**src/rtl/csdf_pkg.sv**
```systemverilog
// Shared definitions for the CSDF averaging actors: state encoding and a clog2 helper.
package csdf_pkg;

   localparam logic [1:0] ST_IDLE = 2'd0;
   localparam logic [1:0] ST_LOAD = 2'd1;
   localparam logic [1:0] ST_EMIT = 2'd2;

   typedef enum logic [1:0] {
      IDLE = ST_IDLE,
      LOAD = ST_LOAD,
      EMIT = ST_EMIT
   } state_t;

   function automatic int clog2(input int v);
      int r;
      r = 0;
      for (int i = 0; i < 31; i++)
         if ((1 << i) < v) r = i + 1;
      return r;
   endfunction

endpackage

```
**src/rtl/csdf_round_shift.sv**
```systemverilog
// Divide by 2^SHIFT, truncating by default or round-half-up when CSDF_AVG_ROUND_EN is defined.
module csdf_round_shift #(
   parameter int WIDTH = 32,
   parameter int SHIFT = 2
) (
   input  logic [WIDTH-1:0] din,
   output logic [WIDTH-1:0] dout
);

`ifdef CSDF_AVG_ROUND_EN
   // One extra bit keeps the rounding bias from overflowing.
   localparam logic [WIDTH:0] HALF = (WIDTH+1)'(1) << (SHIFT - 1);
   logic [WIDTH:0] sum;

   assign sum  = {1'b0, din} + HALF;
   assign dout = WIDTH'(sum >> SHIFT);
`else
   assign dout = din >> SHIFT;
`endif

endmodule

```
**src/rtl/csdf_1p_4f_avg_repeat.sv**
```systemverilog
// CSDF actor: consume one sum token, emit its 2^SHIFT average RATE times.
// Optional rounding divider via CSDF_AVG_ROUND_EN.
module csdf_1p_4f_avg_repeat
   import csdf_pkg::*;
#(
   parameter int WIDTH = 32,
   parameter int RATE  = 4,
   parameter int SHIFT = 2
) (
   input  logic             ck,
   input  logic             rst,
   input  logic [WIDTH-1:0] in0_data,
   input  logic             in0_empty,
   output logic             in0_rd,
   input  logic             out0_full,
   output logic             out0_wr,
   output logic [WIDTH-1:0] out0_data
);

   localparam int            CW   = clog2(RATE);
   localparam logic [CW-1:0] LAST = CW'(RATE - 1);

   state_t           state, state_nx;
   logic [WIDTH-1:0] hold;
   logic [WIDTH-1:0] avg;
   logic [CW-1:0]    cnt;
   logic             rd_c, wr_c;

   csdf_round_shift #(.WIDTH(WIDTH), .SHIFT(SHIFT)) u_div (
      .din  (in0_data),
      .dout (avg)
   );

   always_ff @(posedge ck or posedge rst)
      if (rst) state <= IDLE;
      else     state <= state_nx;

   always_comb begin
      state_nx = state;
      rd_c     = 1'b0;
      wr_c     = 1'b0;
      case (state)
         IDLE: begin
            rd_c = ~in0_empty;
            if (!in0_empty) state_nx = LOAD;
         end
         LOAD: state_nx = EMIT;
         EMIT: begin
            wr_c = ~out0_full;
            // Last phase overlaps the next read so back-to-back firings lose only the LOAD bubble.
            if (!out0_full && cnt == LAST) begin
               rd_c     = ~in0_empty;
               state_nx = in0_empty ? IDLE : LOAD;
            end
         end
         default: state_nx = IDLE;
      endcase
   end

   always_ff @(posedge ck or posedge rst)
      if (rst) begin
         hold <= '0;
         cnt  <= '0;
      end else if (state == LOAD) begin
         hold <= avg;
         cnt  <= '0;
      end else if (state == EMIT && wr_c) begin
         cnt <= (cnt == LAST) ? '0 : cnt + 1'b1;
      end

   assign in0_rd    = rd_c & ~rst;
   assign out0_wr   = wr_c & ~rst;
   assign out0_data = hold;

endmodule

```
**config.mk**
```make
export PLATFORM = sky130hd
export DESIGN_NAME = csdf_1p_4f_avg_repeat
export DESIGN_NICKNAME = d
export VERILOG_FILES = /design/src/rtl/csdf_pkg.sv /design/src/rtl/csdf_round_shift.sv /design/src/rtl/csdf_1p_4f_avg_repeat.sv
export SDC_FILE = /design/constraint.sdc
export NUM_CORES = 1
export LEC_CHECK = 0
export CAP_MARGIN = 10
export CORE_AREA = 3 3 65 67
export CTS_CLUSTER_DIAMETER = 50
export CTS_CLUSTER_SIZE = 10
export DETAILED_ROUTE_END_ITERATION = 16
export DIE_AREA = 0 0 68 70
export GPL_ROUTABILITY_DRIVEN = 0
export PLACE_DENSITY = 0.8
export SETUP_SLACK_MARGIN = 0.2
export SYNTH_ARGS = -nofsm -noshare
export SYNTH_HDL_FRONTEND = slang
export SYNTH_SLANG_ARGS = --single-unit
export TNS_END_PERCENT = 30
```
**constraint.sdc**
```tcl
create_clock -name ck -period 2.6 [get_ports ck]
set_input_delay 0.52 -clock ck [delete_from_list [all_inputs] [get_ports ck]]
set_output_delay 0.52 -clock ck [all_outputs]
set_load 0.01 [all_outputs]
```
* Word level (Yosys, flattened, before mapping) *
Cells that the tools add are included.

cells by class
  add/sub/neg operators = 1
  $mul = 0
  div/mod/pow operators = 0
  order comparisons = 0
  equal/unequal tests = 5
  shifts and indexed selects = 0
  muxes and demuxes = 10
  bitwise logic cells = 5
  reduce and logical (&&, ||, !) cells = 6

operators by type and width
  operator               number
  $mux W2                5
  $pmux W2 S3            1
  $eq A2 B2 Y1 const B   2
  $ne A2 B2 Y1 const B   2
  $mux W1                3
  $not A1 Y1             3
  $add A2 B1 Y2 const B  1
  $and A1 B1 Y1          2
  $eq A2 B1 Y1 const B   1
  $logic_and A1 B1 Y1    2
  $logic_not A2 Y1       1
  $pmux W1 S2            1
  $reduce_and A2 Y1      1
  $reduce_bool A2 Y1     1
  $logic_not A1 Y1       1

word-level totals
  bits in registers = 34
  bits in latches = 0
  bits in writable memories = 0
  ROM bits = 0
  logic and storage cells = 30
  memories kept = 0

* Depth between registers and ports, before layout *
Gate-level depths: netlist of run 1.

  depth in word-level cells = 5
  mapped depth = 4
  mapped depth without buffers = 3

* Cells and area by module *
Synthesis of run 1 repeated with hierarchy kept, for this count alone.

unflattened totals
  cell total of the unflattened synthesis = 122
  area total of the unflattened synthesis = 1,813.0 µm²

by module, submodules not included
  module                 times used  cells each  area an instance (µm²)
  csdf_1p_4f_avg_repeat  1           89          1,569.0
  csdf_round_shift       1           33          244.0

* Worst setup path after synthesis of run 1 *
OpenSTA, ideal clock, no wires.

  kind = input port to output port
  from = in out0_full
  to = out in0_rd
  arrival time = 1.375 ns
  data required time = 2.080 ns
  slack = 0.705 ns
  cell stages on the path = 2
  path buffers = 0
  cell sequence = nand2b_1 a2111oi_0

between the ends
  longest elaborated chain between the ends = 5

RTL lines
  element              RTL line                     RTL
  start, declared      csdf_1p_4f_avg_repeat.sv:15  input logic out0_full,
  $logic_not A1 Y1     csdf_1p_4f_avg_repeat.sv:51  if (!out0_full && cnt == LAST) begin
  $logic_and A1 B1 Y1  csdf_1p_4f_avg_repeat.sv:51
  $mux W1              csdf_1p_4f_avg_repeat.sv:51
  $pmux W1 S2          csdf_1p_4f_avg_repeat.sv:42  case (state)
  $and A1 B1 Y1        csdf_1p_4f_avg_repeat.sv:71  assign in0_rd = rd_c & ~rst;
  end, declared        csdf_1p_4f_avg_repeat.sv:14  output logic in0_rd,

No other way between the ends.

* Worst setup path in the final report of run 1 *
Same ends and word-level chain as after synthesis.

==> results of run 1 <==
==> flip-flops by register name, indices dropped and copies added (netlist names) <==
register,count
out0_data,30
cnt,2
state,2
==> worst max path at each step <==
stage	startpoint	endpoint	slack (ns)	depth (start not counted)
after global routing	out0_full	in0_rd	0.23	4
final	out0_full	in0_rd	0.30	4
after global placement	out0_full	in0_rd	0.007	4
after floorplan	out0_full	in0_rd	0.71	2
after detailed placement	out0_full	in0_rd	-0.03	4
after CTS	out0_full	out0_wr	0.19	4
==> cell type report <==
class,count,area share [%]
clock buffers,7,3.99
repair buffers,68,31.2
well taps,48,2.78
flip-flops and latches,34,39.3
multi-input cells,49,22.3
clock inverters,1,0.231
inverters,1,0.174
==> placed cells by master, fill, tap and decap left out <==
cell type        instances
nor3_1                   1
ha_1                     1
a2111oi_0                1
dfrtp_1                 34
clkdlybuf4s50_1         63
buf_4                    3
nand2b_1                 3
conb_1                   2
or4b_1                   1
o211ai_1                 4
clkinv_2                 1
a21o_1                   1
inv_1                    1
dlygate4sd2_1            1
a211oi_1                 1
clkbuf_1                 1
dlymetal6s2s_1           1
clkbuf_8                 6
mux2_1                   1
nor2b_4                  1
nor2b_1                  1
mux2_2                  29
or3b_2                   2
==> where the power goes <==
part           internal [uW]  total (uW)  leakage, uW  switching [uW]
clock network            213         391    0.0000482             178
registers                798         960     0.000406             162
logic                    736        1130     0.000456             395
total                   1750        2480     0.000910             735
==> metrics by stage <==
step	setup TNS [ns]	util, %	setup slack [ns]	hold slack (ns)
3_5_place_dp	-0.0279	56.1	-0.0279	0.495
5_1_grt	0	58.6	0.225	0.513
3_3_place_gp	0	56.1	0.00694	0.469
6_report	0	58.6	0.297	0.505
2_1_floorplan	0	-	0.705	0.519
4_1_cts	0	58.6	0.195	0.511
==> kinds of logic (layout without fill, tap and decap cells) <==
| group | Yosys count | count (layout) | share of synthesized area, % |
|---|---|---|---|
| multiplexers | 30 | 30 | 24.2 |
| AO/OA/AOI/OAI | 7 | 7 | 3.85 |
| other | 1 | 2 | 0.268 |
| adder cells (fa/ha/maj) | 1 | 1 | 0.895 |
| buffers and inverters | 8 | 77 | 4.83 |
| flip-flops | 34 | 34 | 60.9 |
| AND/OR/NAND/NOR | 9 | 9 | 5.10 |
==> critical path: stages <==
cell and delay [ns]:
clkdlybuf4s50_1 0.41, nand2b_1 0.17, a2111oi_0 0.37, dlygate4sd2_1 0.31
==> per-layer routing <==
metal | up-vias | routed length (um) | track usage [%]
met5 | - | 0 | 0
met4 | 0 | 56 | 8.39
met3 | 5 | 376 | 7.88
met2 | 49 | 1410 | 20.7
met1 | 462 | 1120 | 14.9
li1 | 452 | - | -
==> metrics.md, run 1 <==
| Metric | Value |
|---|---|
| Outcome | `complete, no violations` |
| 1st-pass router iterations | `4` |
| Full die area | `4760 um^2` |
| Final number of setup-violating endpoints | `0` |
| Sequential fraction of the synthesis area | `between 60% and 70%` |
| Port Buffers | `65` |
| Reg clk slew, reported paths | `0.07 ns` |
| Post-cts sizing count | `1` |
| Post-Layout Cell Count | `208` |
| WP data required | `2.08 ns` |
| Max IR drop VDD | `651 uV` |
| Fmax | `434 MHz` |
| Core Box Area | `3690 um^2` |
| Post-synth top area share | `60.9%` |
| Post-DP Area | `between 2000 and 2500 um^2` |
| WHS Endpoint | `out0_data[2]` |
| Most frequent cell after synthesis | `dfrtp_1` |
| Starting DRT DRC Count | `15` |
| Final Hold Viols | `0` |
| Slew at the pin closest to its max-slew limit | `0.846 ns` |
| Crit path time final | `about 2.3 ns` |
| Crit path kind | `primary input to output pin` |
| R2R cell count | `2` |
| Initial antenna violation count | `0` |
| CTS sink cnt | `34` |
| Vias in the first global route | `1,041` |
| Register area | `around 850 um^2` |
| Setup Fix Bufs, Post-CTS | `0` |
| I/O Pins | `70` |
| Share of cells above drive strength 1 | `26.3%` |
| Top post-synthesis cells by area | `dfrtp_1 (61%), mux2_2 (23%), buf_6 (2.4%), buf_4 (2.1%), o211ai_1 (2.1%)` |
| Standard-cell rows | `22` |
| Via density | `4.65` |
| Post-synth cell types | `18` |
| Slew headroom | `43.5%` |
| Final Power | `2480 uW` |
| Synthesized flop and latch total | `34` |
| FFs w/ async S/R, synth | `100%` |
| Mapped Cells | `90` |
| GR Util All Layers | `13.9%` |
| Most common library cells after synthesis | `dfrtp_1 (34), mux2_2 (29), buf_4 (4), o211ai_1 (4)` |
| Inserted Diodes | `0` |
| Die width | `68 um` |
| Via count | `968` |
| Die Height | `approximately 70 um` |
| Static Leak | `0.000910 uW` |
| Main synth FF type | `dfrtp_1` |
| DRC viols | `0` |
| Placed cells | `200` |
| Avg WL per Cell | `14.2 um` |
| Total grt overflow | `0` |
| H-tree levels | `2` |
| Flop2flop setup slack | `0.78 ns` |
| CTS tree | `yes` |
| CTS root buf | `clkbuf_8` |
| Final Slew Violations | `0` |
| Setup crit end kind | `output pin` |
| Clk_lat worst skew | `around 0.28 ns` |
| Hold Path Origin | `out0_data[2]` |
| DP HPWL | `2190 um` |
| Nets | `196` |
| Cell taking the most area after synthesis | `dfrtp_1` |
| Synth warn | `0` |
| Hold depth | `1` |
| Worst R2R End | `out0_data[13]` |
| # hold bufs at CTS | `0` |
| CP Data Arrival Time | `1.78 ns` |
| Reg2reg start | `state[0]` |
| DRT Wirelength | `around 3000 um` |
| Synthesis-to-layout area growth | `54.8%` |
| Antenna Nets Post-Route | `0` |
| Number of buffers created by CTS | `5` |
| First-pass GRT wire length | `~4900 um` |
| Final worst-path cycle share | `88.6%` |
| Post-Synthesis Cell Area | `1400 um^2` |
| Total of max-cap violations | `0` |
| Multi-input logic area | `483 um^2` |
| Design Area, Final | `2160 um^2` |
| RSZ-0062 raised after global routing | `false` |
| Syn Area/Cell | `15.5 um^2` |
| Startpoint types | `primary input` |
| HP Class | `flop to flop` |
| Fill count | `305` |
| EDFF count, synth | `0` |
| Starting density of the core | `37.9%` |
| Pwr dens | `1150 nW/um^2` |
| Final Skew | `0.00393 ns` |
| Largest net degree at the start of global routing | `35` |
| CTS max path bufs | `2` |
| Worst-path maximum fanout | `2` |
Note: power is estimated with default switching activity, not from simulation.
==> inputs of run 2 (changes only) <==
HOLD_SLACK_MARGIN = 0.1   (was not set)
==> results of run 2 <==
The final DEF is identical to that of run 1; final timing and power are the same.
==> inputs of run 3 (changes only) <==
SLEW_MARGIN = 40   (was not set)
==> metrics.md, run 3 (synthesized netlist as in run 1, its figures left out) <==
| Metric | Value |
|---|---|
| Placed cells | `200` |
| Met1 usage | `14.9%` |
| Core Box Area | `3690 um^2` |
| Vias in the first global route | `1,041` |
| Flop2flop setup slack | `0.96 ns` |
| Post-Layout Cell Count | `209` |
| Number of buffers created by CTS | `5` |
| Pwr dens | `1150 nW/um^2` |
| CTS root buf | `clkbuf_8` |
| Setup crit end kind | `output pin` |
| Met3 Track Usage GR | `under 10%` |
| CTS max path bufs | `2` |
| Die Height | `70 um` |
| 1st-pass router iterations | `3` |
| Initial antenna violation count | `0` |
| Busiest layer in global routing | `met2` |
| Standard-cell rows | `22` |
| Die width | `68 um` |
| WP data required | `between 2 and 2.5 ns` |
| Full die area | `4760 um^2` |
| Antenna Nets Post-Route | `0` |
| Outcome | `complete, no violations` |
| DRC viols | `0` |
| R2R cell count | `3` |
| Final Hold Viols | `0` |
| Static Leak | `between 0.0009 and 0.001 uW` |
| HP Class | `flop to flop` |
| I/O Pins | `70` |
| Via count | `978` |
| Synthesis-to-layout area growth | `56.1%` |
| Fmax | `419 MHz` |
| Starting DRT DRC Count | `19` |
| CP Data Arrival Time | `1.87 ns` |
| Total grt overflow | `0` |
| Port Buffers | `65` |
| Commonest non-fill, non-tap cell in the layout | `clkdlybuf4s50_1` |
| Inserted Diodes | `0` |
| CTS sink cnt | `34` |
| H-tree levels | `2` |
| Startpoint types | `primary input` |
| Crit path time final | `~2.4 ns` |
| DP HPWL | `2190 um` |
| Slowest cell delay on critical path | `0.59 ns` |
| Reg clk slew, reported paths | `0.06 ns` |
| Most used cell, CP | `clkdlybuf4s50_1` |
| Clk_lat worst skew | `roughly 0.28 ns` |
| # hold bufs at CTS | `0` |
| Max FFs per register | `30` |
| M2 GR Usage | `20.7%` |
| Max IR drop VDD | `662 uV` |
| RSZ-0062 raised after global routing | `true` |
| Crit path kind | `primary input to output pin` |
| Largest net degree at the start of global routing | `35` |
| Final Skew | `between 0.004 and 0.005 ns` |
| Via density | `between 4 and 5` |
| Nets | `between 150 and 200` |
| Share of cells above drive strength 1 | `27.3%` |
| Starting density of the core | `37.9%` |
| Crit path from | `out0_full` |
| Avg WL per Cell | `approximately 14 um` |
| Worst-path maximum fanout | `5` |
| CTS tree | `yes` |
| Util after Layout | `59.2%` |
| Most frequent cells in the layout | `clkdlybuf4s50_1 (64), dfrtp_1 (34), mux2_2 (29)` |
| Critical Path End | `out0_wr` |
| DRT Wirelength | `3000 um` |
| Final Power | `2500 uW` |
| Final Slew Violations | `0` |
| Final worst-path cycle share | `91.9%` |
| Worst R2R End | `out0_data[13]` |
| Final number of setup-violating endpoints | `0` |
| First-pass GRT wire length | `4860 um` |
| Reg2reg start | `state[0]` |
| GR Util All Layers | `13.9%` |
| Fill count | `306` |
| Sequence of cells on the critical path | `clkdlybuf4s50_1 -> buf_4 -> nor3_1 -> clkdlybuf4s50_1` |
| Slowest CP cell | `clkdlybuf4s50_1` |
| Total of max-cap violations | `0` |
==> run 3: cell types whose count changed in the layout (fill, tap and decap cells not counted) <==
cell	delta
a2111oi_2	+1
a2111oi_0	-1
buf_8	+1
clkdlybuf4s50_1	+1
dlymetal6s2s_1	-1
==> run 3: report_power, final <==
| group | total, uW | internal [uW] | leakage, uW | switching [uW] |
|---|---|---|---|---|
| Clock | 392 | 213 | 0.0000482 | 179 |
| Combinational | 1150 | 749 | 0.000447 | 399 |
| Sequential | 963 | 798 | 0.000406 | 165 |
==> run 3: metal layers <==
layer / part of all wire, % / up-vias
met5: 0 / -
met4: 2.7 / 0
met3: 13 / 7
met2: 47 / 51
met1: 37 / 467
li1: - / 453
==> run 3: cell type report <==
type                       count  area (um^2)  area share (%)
sequential                    34          851            39.0
timing repair buffer          69          687            31.5
clock inverter                 1         5.00           0.229
clock buffer                   7         86.3            3.96
multi-input combinational     49          489            22.4
inverter                       1         3.75           0.172
tap                           48         60.1            2.75
==> run 3: per-stage QoR <==
step           setup WS [ns]  instance area (um^2)  hold slack [ns]  TNS [ns]
6_report               0.211                  2180            0.506         0
5_1_grt                0.155                  2180            0.513         0
4_1_cts                0.195                  2160            0.511         0
3_5_place_dp         -0.0279                  2070            0.495   -0.0279
3_3_place_gp         0.00694                  2070            0.469         0
2_1_floorplan          0.705                  1400            0.519         0
==> run 3: timing repair <==
action,CTS,global route
gates resized for setup,1,2
setup endpoints to repair,2,2
setup buffers,0,0
endpoints found under the hold margin,0,0
==> run 3: worst min-delay path by stage <==
| stage | startpoint | end | depth (start not counted) |
|---|---|---|---|
| 3_5_place_dp | out0_data[12] | out0_data[12] | 1 |
| 5_1_grt | out0_data[6] | out0_data[6] | 1 |
| 4_1_cts | out0_data[6] | out0_data[6] | 1 |
| 2_1_floorplan | state[0] | state[0] | 2 |
| 3_3_place_gp | out0_data[20] | out0_data[20] | 1 |
| 6_report | out0_data[20] | out0_data[20] | 1 |
==> run 3: worst max-delay path: cells and delay by family <==
| family | cells | cell delay (ns) |
|---|---|---|
| buffers and inverters | 3 | 1.15 |
| and+or+nand+nor | 1 | 0.19 |
